===== config.mk =====
export PLATFORM = sky130hd
export DESIGN_NAME = mul_div_unit
export DESIGN_NICKNAME = d
export VERILOG_FILES = /design/src/rtl/mul_div_unit.sv
export SDC_FILE = /design/constraint.sdc
export NUM_CORES = 1
export LEC_CHECK = 0
export ABC_CLOCK_PERIOD_IN_PS = 3700
export CAP_MARGIN = 15
export CORE_UTILIZATION = 35
export CTS_CLUSTER_SIZE = 8
export DETAILED_ROUTE_END_ITERATION = 16
export RECOVER_POWER = 100
export SLEW_MARGIN = 0
export SYNTH_ARGS = -nofsm -noshare
export SYNTH_HDL_FRONTEND = slang
export SYNTH_SLANG_ARGS = --single-unit

===== constraint.sdc =====
create_clock -name clock -period 3.7 [get_ports clock]
set_input_delay 0.74 -clock clock [delete_from_list [all_inputs] [get_ports clock]]
set_output_delay 0.74 -clock clock [all_outputs]
set_load 0.05 [all_outputs]

===== src/rtl/mul_div_unit.sv =====
// mul_div_unit: iterative multiply/divide unit with architectural HI/LO.
//
// Ports
//   clock, reset_n       : single rising-edge clock, asynchronous active-low reset
//   Start                : operation request, only looked at while idle
//   Function_opcode[5:0] : mult 011000, multu 011001, div 011010, divu 011011,
//                          mthi 010001, mtlo 010011 (anything else is ignored)
//   Read_data_1/2        : rs / rt operands, captured on the accepting edge
//   Flush                : abandons an operation in CALC or FIX (no HI/LO write)
//   Busy                 : high while a multiply/divide is in flight
//   Done                 : one-cycle pulse after HI/LO have been written
//   Div_zero             : set with Done for a zero divisor, cleared on next accept
//   HI_result, LO_result : architectural HI/LO registers
//   state_dbg            : current FSM state (IDLE=0, CALC=1, FIX=2)
//
// Handshake: a request is accepted on a rising edge where the unit is idle,
// Start is high and the opcode is listed; there is no ready back-pressure,
// requests arriving while Busy are dropped. Done is the only completion signal.
module mul_div_unit #(
  parameter int WIDTH = 32
) (
  input  logic             clock,
  input  logic             reset_n,
  input  logic             Start,
  input  logic [5:0]       Function_opcode,
  input  logic [WIDTH-1:0] Read_data_1,
  input  logic [WIDTH-1:0] Read_data_2,
  input  logic             Flush,
  output logic             Busy,
  output logic             Done,
  output logic             Div_zero,
  output logic [WIDTH-1:0] HI_result,
  output logic [WIDTH-1:0] LO_result,
  output logic [1:0]       state_dbg
);

  localparam logic [1:0] ST_IDLE = 2'd0;
  localparam logic [1:0] ST_CALC = 2'd1;
  localparam logic [1:0] ST_FIX  = 2'd2;

  localparam logic [5:0] OP_MULT  = 6'b011000;
  localparam logic [5:0] OP_MULTU = 6'b011001;
  localparam logic [5:0] OP_DIV   = 6'b011010;
  localparam logic [5:0] OP_DIVU  = 6'b011011;
  localparam logic [5:0] OP_MTHI  = 6'b010001;
  localparam logic [5:0] OP_MTLO  = 6'b010011;

  localparam int            CW   = (WIDTH > 2) ? $clog2(WIDTH) : 1;
  localparam logic [CW-1:0] LAST = CW'(WIDTH - 1);

  logic [1:0]       state;
  logic [CW-1:0]    cnt;
  logic [WIDTH-1:0] acc_hi, acc_lo, mag_q;
  logic [WIDTH-1:0] hi_q, lo_q;
  logic             is_mul_q, a_neg_q, b_neg_q, dz_pend_q;
  logic             done_q, div_zero_q;

  // Request decode
  logic             op_mul, op_div, op_signed;
  logic             in_a_neg, in_b_neg;
  logic [WIDTH-1:0] in_a_mag, in_b_mag;

  assign op_mul    = (Function_opcode == OP_MULT) || (Function_opcode == OP_MULTU);
  assign op_div    = (Function_opcode == OP_DIV)  || (Function_opcode == OP_DIVU);
  assign op_signed = (Function_opcode == OP_MULT) || (Function_opcode == OP_DIV);
  assign in_a_neg  = op_signed & Read_data_1[WIDTH-1];
  assign in_b_neg  = op_signed & Read_data_2[WIDTH-1];
  assign in_a_mag  = in_a_neg ? -Read_data_1 : Read_data_1;
  assign in_b_mag  = in_b_neg ? -Read_data_2 : Read_data_2;

  // One iteration. Multiply: {acc_hi,acc_lo} starts as {0, multiplier} and
  // shifts right, adding the multiplicand into the top half when the LSB is 1.
  // Divide: acc_lo starts as the dividend and shifts left into the partial
  // remainder in acc_hi while quotient bits enter at the bottom of acc_lo.
  logic [WIDTH:0]   mul_sum, div_shift, div_trial;
  logic [WIDTH-1:0] step_hi, step_lo;

  always_comb begin
    mul_sum   = {1'b0, acc_hi} + (acc_lo[0] ? {1'b0, mag_q} : '0);
    div_shift = {acc_hi, acc_lo[WIDTH-1]};
    div_trial = div_shift - {1'b0, mag_q};
    step_hi   = acc_hi;
    step_lo   = acc_lo;
    if (is_mul_q) begin
      step_hi = mul_sum[WIDTH:1];
      step_lo = {mul_sum[0], acc_lo[WIDTH-1:1]};
    end else if (!div_trial[WIDTH]) begin
      step_hi = div_trial[WIDTH-1:0];
      step_lo = {acc_lo[WIDTH-2:0], 1'b1};
    end else begin
      step_hi = div_shift[WIDTH-1:0];
      step_lo = {acc_lo[WIDTH-2:0], 1'b0};
    end
  end

  // Sign correction. With a zero divisor the remainder path just shifts the
  // dividend magnitude into acc_hi, so re-applying the dividend sign restores
  // the original rs value; only the quotient needs forcing to all ones.
  logic [2*WIDTH-1:0] prod, prod_fix;
  logic [WIDTH-1:0]   fix_hi, fix_lo;

  always_comb begin
    prod     = {acc_hi, acc_lo};
    prod_fix = (a_neg_q ^ b_neg_q) ? -prod : prod;
    if (is_mul_q) begin
      fix_hi = prod_fix[2*WIDTH-1:WIDTH];
      fix_lo = prod_fix[WIDTH-1:0];
    end else begin
      fix_hi = a_neg_q ? -acc_hi : acc_hi;
      fix_lo = dz_pend_q ? '1 : ((a_neg_q ^ b_neg_q) ? -acc_lo : acc_lo);
    end
  end

  always_ff @(posedge clock or negedge reset_n) begin
    if (!reset_n) begin
      state      <= ST_IDLE;
      cnt        <= '0;
      acc_hi     <= '0;
      acc_lo     <= '0;
      mag_q      <= '0;
      hi_q       <= '0;
      lo_q       <= '0;
      is_mul_q   <= 1'b0;
      a_neg_q    <= 1'b0;
      b_neg_q    <= 1'b0;
      dz_pend_q  <= 1'b0;
      done_q     <= 1'b0;
      div_zero_q <= 1'b0;
    end else begin
      done_q <= 1'b0;
      case (state)
        ST_IDLE: begin
          if (Start && (op_mul || op_div)) begin
            state      <= ST_CALC;
            cnt        <= '0;
            is_mul_q   <= op_mul;
            a_neg_q    <= in_a_neg;
            b_neg_q    <= in_b_neg;
            acc_hi     <= '0;
            acc_lo     <= op_mul ? in_b_mag : in_a_mag;
            mag_q      <= op_mul ? in_a_mag : in_b_mag;
            dz_pend_q  <= op_div && (Read_data_2 == '0);
            div_zero_q <= 1'b0;
          end else if (Start && (Function_opcode == OP_MTHI)) begin
            hi_q       <= Read_data_1;
            done_q     <= 1'b1;
            div_zero_q <= 1'b0;
          end else if (Start && (Function_opcode == OP_MTLO)) begin
            lo_q       <= Read_data_1;
            done_q     <= 1'b1;
            div_zero_q <= 1'b0;
          end
        end
        ST_CALC: begin
          if (Flush) begin
            state <= ST_IDLE;
          end else begin
            acc_hi <= step_hi;
            acc_lo <= step_lo;
            if (cnt == LAST) begin
              cnt   <= '0;
              state <= ST_FIX;
            end else begin
              cnt <= cnt + 1'b1;
            end
          end
        end
        ST_FIX: begin
          state <= ST_IDLE;
          // A flush landing on the final cycle still wins over completion.
          if (!Flush) begin
            hi_q       <= fix_hi;
            lo_q       <= fix_lo;
            done_q     <= 1'b1;
            div_zero_q <= dz_pend_q;
          end
        end
        default: state <= ST_IDLE;
      endcase
    end
  end

  assign Busy      = (state != ST_IDLE);
  assign Done      = done_q;
  assign Div_zero  = div_zero_q;
  assign HI_result = hi_q;
  assign LO_result = lo_q;
  assign state_dbg = state;

endmodule


# ---- Yosys cells after proc, flatten, opt, wreduce, memory -nomap -nowiden
# Index checks and enable logic that the tools add are counted.
dict set report classes {
  n_mux 48
  addsub 8
  n_bitwise 3
  n_eq_ne 18
  reduce_logical 19
}
# op count
set op_table {}
lappend op_table {{$mux 32} 24}
lappend op_table {{$pmux 32 s2} 4}
lappend op_table {{$neg 32->32} 4}
lappend op_table {{$mux 64} 1}
lappend op_table {{$neg 64->64} 1}
lappend op_table {{$eq 6x5->1 const B} 6}
lappend op_table {{$add 32x32->33} 1}
lappend op_table {{$sub 33x32->33} 1}
lappend op_table {{$logic_not 32->1} 1}
lappend op_table {{$mux 5} 3}
lappend op_table {{$ne 2x2->1 const B} 7}
lappend op_table {{$pmux 5 s2} 1}
lappend op_table {{$mux 1} 9}
lappend op_table {{$mux 2} 3}
lappend op_table {{$reduce_and 3->1} 2}
lappend op_table {{$reduce_bool 2->1} 3}
lappend op_table {{$add 5x1->5 const B} 1}
lappend op_table {{$eq 5x5->1 const B} 1}
lappend op_table {{$reduce_and 5->1} 1}
lappend op_table {{$logic_and 1x1->1} 4}
lappend op_table {{$logic_or 1x1->1} 4}
lappend op_table {{$ne 4x4->1 const B} 1}
lappend op_table {{$pmux 1 s2} 2}
lappend op_table {{$pmux 2 s2} 1}
lappend op_table {{8 further kinds} 10}
dict set report word_totals {
  input_bits 74
  reg_bits 173
  word_cells 109
}

# ---- Longest topological paths before layout
# Gate-level depths: netlist of the first run.
dict set report logic_depth {
  word_depth 7
  ltp_mapped 15
}

# ---- Worst setup path before layout of the first run
# No wires, ideal clock.
dict set report synth_path {
  kind {flip-flop to flip-flop}
  start {reg acc_lo[31]}
  end {reg acc_hi[0]}
  path_buffers 3
  path_slack_ps -26
  t_arrival_ps 3636
  stages_incl_launch_ff 16
  setup_ps 90
  cell_sequence {dfrtp_1 -> clkbuf_1 -> inv_1 -> ha_1 -> fa_1 -> nand2b_1 -> a21o_1 -> a211o_1 -> and4_4 -> o21a_1 -> nor4_2 -> or3_1 -> buf_2 -> buf_6 -> mux2_1 -> o221ai_1}
}
dict set report synth_between {
  elab_chain_len 5
}
# item line_no
set synth_rtl {}
lappend synth_rtl {{start, declared} 53} ;# logic [WIDTH-1:0] acc_hi, acc_lo, mag_q;
lappend synth_rtl {{start signal, assigned} 140} ;# acc_lo <= op_mul ? in_b_mag : in_a_mag;
lappend synth_rtl {{start signal, assigned} 159} ;# acc_lo <= step_lo;
lappend synth_rtl {{$sub 33x32->33} 81} ;# div_trial = div_shift - {1'b0, mag_q};
lappend synth_rtl {{$mux 32 *} 87} ;# end else if (!div_trial[WIDTH]) begin
lappend synth_rtl {{$mux 32 *} 84} ;# if (is_mul_q) begin
lappend synth_rtl {{$mux 32 *} 155} ;# if (Flush) begin
lappend synth_rtl {{$pmux 32 s2 *} 131} ;# case (state)
lappend synth_rtl {{end signal, assigned} 158} ;# acc_hi <= step_hi;
lappend synth_rtl {{end, declared} 53}
# Every way passes the cells marked *; elsewhere a longest branch is shown, timed or not. The select of a mux whose other input is x is not followed.
# A chain may end at the register's enable or synchronous reset.

# ---- Final worst setup path of the first run
dict set report layout_path {
  start {in Function_opcode[4]}
  end {reg acc_lo[19]}
}
dict set report layout_between {
  elab_chain_len 7
  elab_cells_between_ends 18
  cone_classes {eq/ne: 5; mux: 5; bitwise: 2; reduce/logical: 6}
}
# item line_no
set layout_rtl {}
lappend layout_rtl {{start, declared} 25} ;# input logic [5:0] Function_opcode,
lappend layout_rtl {{$eq 6x5->1, on equally long branches} {63, 65, 64}}
lappend layout_rtl {{$logic_or 1x1->1} 65} ;# assign op_signed = (Function_opcode == OP_MULT) || (Function_opcode == OP_DIV);
lappend layout_rtl {{$and 1x1->1, on equally long branches} {66, 67}}
lappend layout_rtl {{$mux 32, on equally long branches} {68, 69}}
lappend layout_rtl {{$mux 32} 140}
lappend layout_rtl {{$mux 32} 133} ;# if (Start && (op_mul || op_div)) begin
lappend layout_rtl {{$pmux 32 s2} 131}
# Parallel ways exist; a longest one is shown, timed or not. The select of a mux whose other input is x is not followed.

==> out/summary.md, run 1 <==
Row generation in the floorplan step produced 76 rows. The average wire per cell in the routed design was 21.8 microns. The class of the most critical setup path is input port to flip-flop.

The actual slew at the worst max-slew pin was 2.84 ns. The tools report the CTS root buffer as clkbuf_16. The number of buffers and inverters on the critical path was 3. The final layout contains 2,354 nets. The minimum setup slack after placement is -0.0634 ns, and the number of instances on the worst hold path is 2. The Yosys step of the flow raised 0 warnings. The count of endpoints failing hold in the final timing report is 0, and the area inside the core boundary is 43,000 sq um. The logs give 0.478 ns for the smallest hold slack and 28.4% for the register area share after synthesis. Wires add up to 61.1 mm. Counting instances in the post-synthesis netlist gives the leading cell types as nand2_1, nor2_1, o21ai_0, a21oi_1, dfrtp_1.

IR analysis of the VDD net gives a maximum drop of 0.000369 V. The placer congestion estimate was 0.940; the number of diodes added for antenna fixing was 0. The most common cell type on the critical path was clkbuf_1.

The logs give 2 for the deepest clock path buffer count and 27.6% for the proportion of power drawn by flip-flops and latches. The tools report the first-pass iteration count of the detailed router as 5. The run finished, with violations left. The H-tree was split into 4 levels. Setup repair after global routing left no endpoint under its margin. The cell with the largest stage delay on the worst path was nor2_1.

The count of cells resized by post-cts repair is 0, and the switching share of power is 45.4%. The area share of the largest cell type after synthesis came out at 28.4%. The number of nets handed over by synthesis was 2,155.

After synthesis, the netlist uses 75 different library cells. Counting flops and latches in the post-synthesis netlist gives 173. On the final layout, the worst clock skew is 0.0186 ns. The largest delay contributor family on the critical path was simple AND/OR/NAND/NOR gates.

The starting density of the core is 35.5%. The initial antenna violation count came out at 3. The final reports fail on max-capacitance violations, max-slew violations. Clock-pin slew was measured on the worst setup and hold paths at 0.07 ns.

The full die area was 44,400 sq um. The quantity of hold-fixing buffers added after cts was 0; the ratio of cells with drive above 1 in the final layout was 9.32%. The design draws 9.35 mW. By area the synthesized netlist is led by dfrtp_1, o21ai_0, nand2_1, a21oi_1, ha_1.

Of the available clock period, the critical path in the final layout requires 96.1%. TritonCTS built the clock tree. Across every metal layer, demand over resource in global routing totals 27.5%. The worst setup path is launched from an input port. The cell accounting for the most synthesized area is dfrtp_1. The data required time at the worst endpoint was 4.03 ns. The via count of the first global-routing pass was 15,400. Counting flops with a built-in enable in the synthesized netlist gives 0.

The signal on the critical path passes through dlygate4sd3_1, nor3b_1, clkbuf_1, and2_0, and3_2, nor2_1, clkbuf_1, nor3_1, a221o_1. Port buffering added 142 buffers. The tool flagged a number of max-cap violations equal to 2. The logs give 0 ns for the setup TNS and 5.11 mW for the internal power. The power spent charging and discharging nets was 4.24 mW. The width of the chip is 211 microns, and the synthesized instance count is 2,009. Summing over every cut layer, the via total after detailed routing is 16,100. The routed design could run at a clock period as short as 3.56 ns. Once the clock tree was built, the setup fixing pass inserted 0 buffers.

The part of the power in the clock network came out at 20.2%. For this run, the leading register cell type out of synthesis is dfrtp_1. Of the total power, combinational logic draws 52.3%.

In the routed layout, each cell is associated on average with a via count of 5.73. Summing all placed instances gives a cell area of 18,200 sq um. For the worst-skew pair, the clock arrives at the later sink with an insertion delay of 0.46 ns.

The total power density per cell area was 500 nW/um^2; the logic depth of the worst register-to-register path was 13. From synthesis to final layout, the design area changed by 22.9%. The detail route stage leaves a number of antenna-violating nets equal to 0.

The run gives 3.89 ns as the data arrival time at the worst-slack endpoint. The top fanout value on the critical path came out at 11. The finished cells cover 18,700 sq um. The worst pin sits at a relative slew slack of -89.5%. For the number of pins with negative max-slew slack in the final report, the log shows 115. The upper clock frequency limit is 281 MHz, and the delay of the slowest cell on the worst path is 0.91 ns.

STA classifies the critical path endpoint as a flip-flop. Sink count of the clock tree: 173. Height of the die: 211 microns. The run gives 0 as the overall overflow remaining after global route. The tightest min-delay check is of the flip-flop to flip-flop type. Entering global routing, the biggest net connects 73 pins. For this block, the initial DRC count from the detailed router was 1,611.

In the post-synthesis netlist, the cell with the most instances is nand2_1. The HPWL after detailed placement is 48.2 mm. The count of unresolved DRC violations after routing was 0; the first-pass GRT wire length was 92.5 mm.

Setup violations remaining at the end of the flow were counted as 0. The analysis attributes to cell leakage a power of 8.21 nW. The cell depth of the worst setup path is 9.

Dividing the synthesized area by the synthesized cell count gives 7.58 sq um. TritonCTS created 17 clock buffers. The post-synth design cell area was 15,200 sq um; the worst-case setup margin in the final layout was 0.143 ns.

In this run the count of I/O pins placed on the die edge is 143. The async set-reset flop share out of synthesis was 100%.
## tightest hold or removal path, stage by stage (launching register included)
cell     delay [ns]
dfrtp_1        0.34
nand2_1        0.05
o21ai_0        0.06
## cell type report
type / count / area (sq um)
clock buffer: 20 / 457
clock inverter: 12 / 128
fill: 4411 / 24300
inverter: 75 / 282
multi-input combinational: 1647 / 10200
sequential: 173 / 4330
tap: 585 / 732
timing repair buffer: 294 / 2590
## metrics by stage
step,util [%],std cells
6_report,43.6,2806
5_1_grt,43.6,2806
4_1_cts,43.7,2806
3_5_place_dp,42.4,2774
3_3_place_gp,42.4,2774
2_1_floorplan,-,2009
## layout by cell type (no fill, tap or decap), types with 58 or more instances in the layout
master	count
buf_4	131
ha_1	70
mux2i_1	58
dlygate4sd3_1	71
dfrtp_1	172
nor2_1	207
o21ai_0	195
a21oi_1	175
clkdlybuf4s50_1	70
xnor2_1	96
xor2_1	75
inv_1	75
nand2_1	250
## state kept, by name, summed over array words and instances (netlist names)
| name | flops |
|---|---|
| dz_pend_q | 1 |
| acc_lo | 32 |
| Done | 1 |
| acc_hi | 32 |
| HI_result | 32 |
| cnt | 5 |
| b_neg_q | 1 |
| state_dbg | 2 |
| mag_q | 32 |
| a_neg_q | 1 |
| LO_result | 32 |
| is_mul_q | 1 |
| Div_zero | 1 |
## kinds of logic after synthesis
family	count (synthesis)	share of synthesized area (%)
compound gates	623	24.9
xor+xnor	172	9.89
fa+ha+maj	72	6.01
buf+inv	189	4.84
flops	173	28.4
mux	63	4.18
simple gates	717	21.8
## metal layers
layer / track usage, % / wire, microns
met1: 37.9 / 26900
met2: 42.4 / 27000
met3: 4.39 / 4680
met4: 11.7 / 2490
met5: 0 / 31
## path summary, 6_finish.rpt
| path | from | to | slack (ns) |
|---|---|---|---|
| setup / recovery | Function_opcode[4] | acc_lo[19]$_DFFE_PN0P_ | 0.14 |
| hold / removal | LO_result[15]$_DFFE_PN0P_ | LO_result[15]$_DFFE_PN0P_ | 0.48 |
| setup reg to reg | acc_lo[31]$_DFFE_PN0P_ | acc_hi[7]$_DFFE_PN0P_ | 0.20 |
| hold reg to reg | LO_result[15]$_DFFE_PN0P_ | LO_result[15]$_DFFE_PN0P_ | 0.48 |
| max in group asynchronous | reset_n | acc_hi[11]$_DFFE_PN0P_ | 0.59 |
| min in group asynchronous | reset_n | LO_result[9]$_DFFE_PN0P_ | 1.18 |
## power groups by stage
stage | registers (mW) | clock network (mW) | logic (mW)
detailed placement | 2.61 | 0 | 4.85
CTS | 2.57 | 1.89 | 4.87
global placement | 2.60 | 0 | 4.80
finish | 2.58 | 1.89 | 4.89
floorplan | 2.87 | 0 | 2.83
global route | 2.62 | 1.96 | 5.32
No activity file was read; power rests on OpenSTA's default activity.
==> run 2: changes to the inputs <==
--- a/config.mk
+++ b/config.mk
@@ -6,7 +6,7 @@
 export NUM_CORES = 1
 export LEC_CHECK = 0
 export ABC_CLOCK_PERIOD_IN_PS = 3700
-export CAP_MARGIN = 15
+export CAP_MARGIN = 20
 export CORE_UTILIZATION = 35
 export CTS_CLUSTER_SIZE = 8
 export DETAILED_ROUTE_END_ITERATION = 16
==> results of run 2 <==
Same layout as run 1: the final DEF is identical, and so are final timing and power.
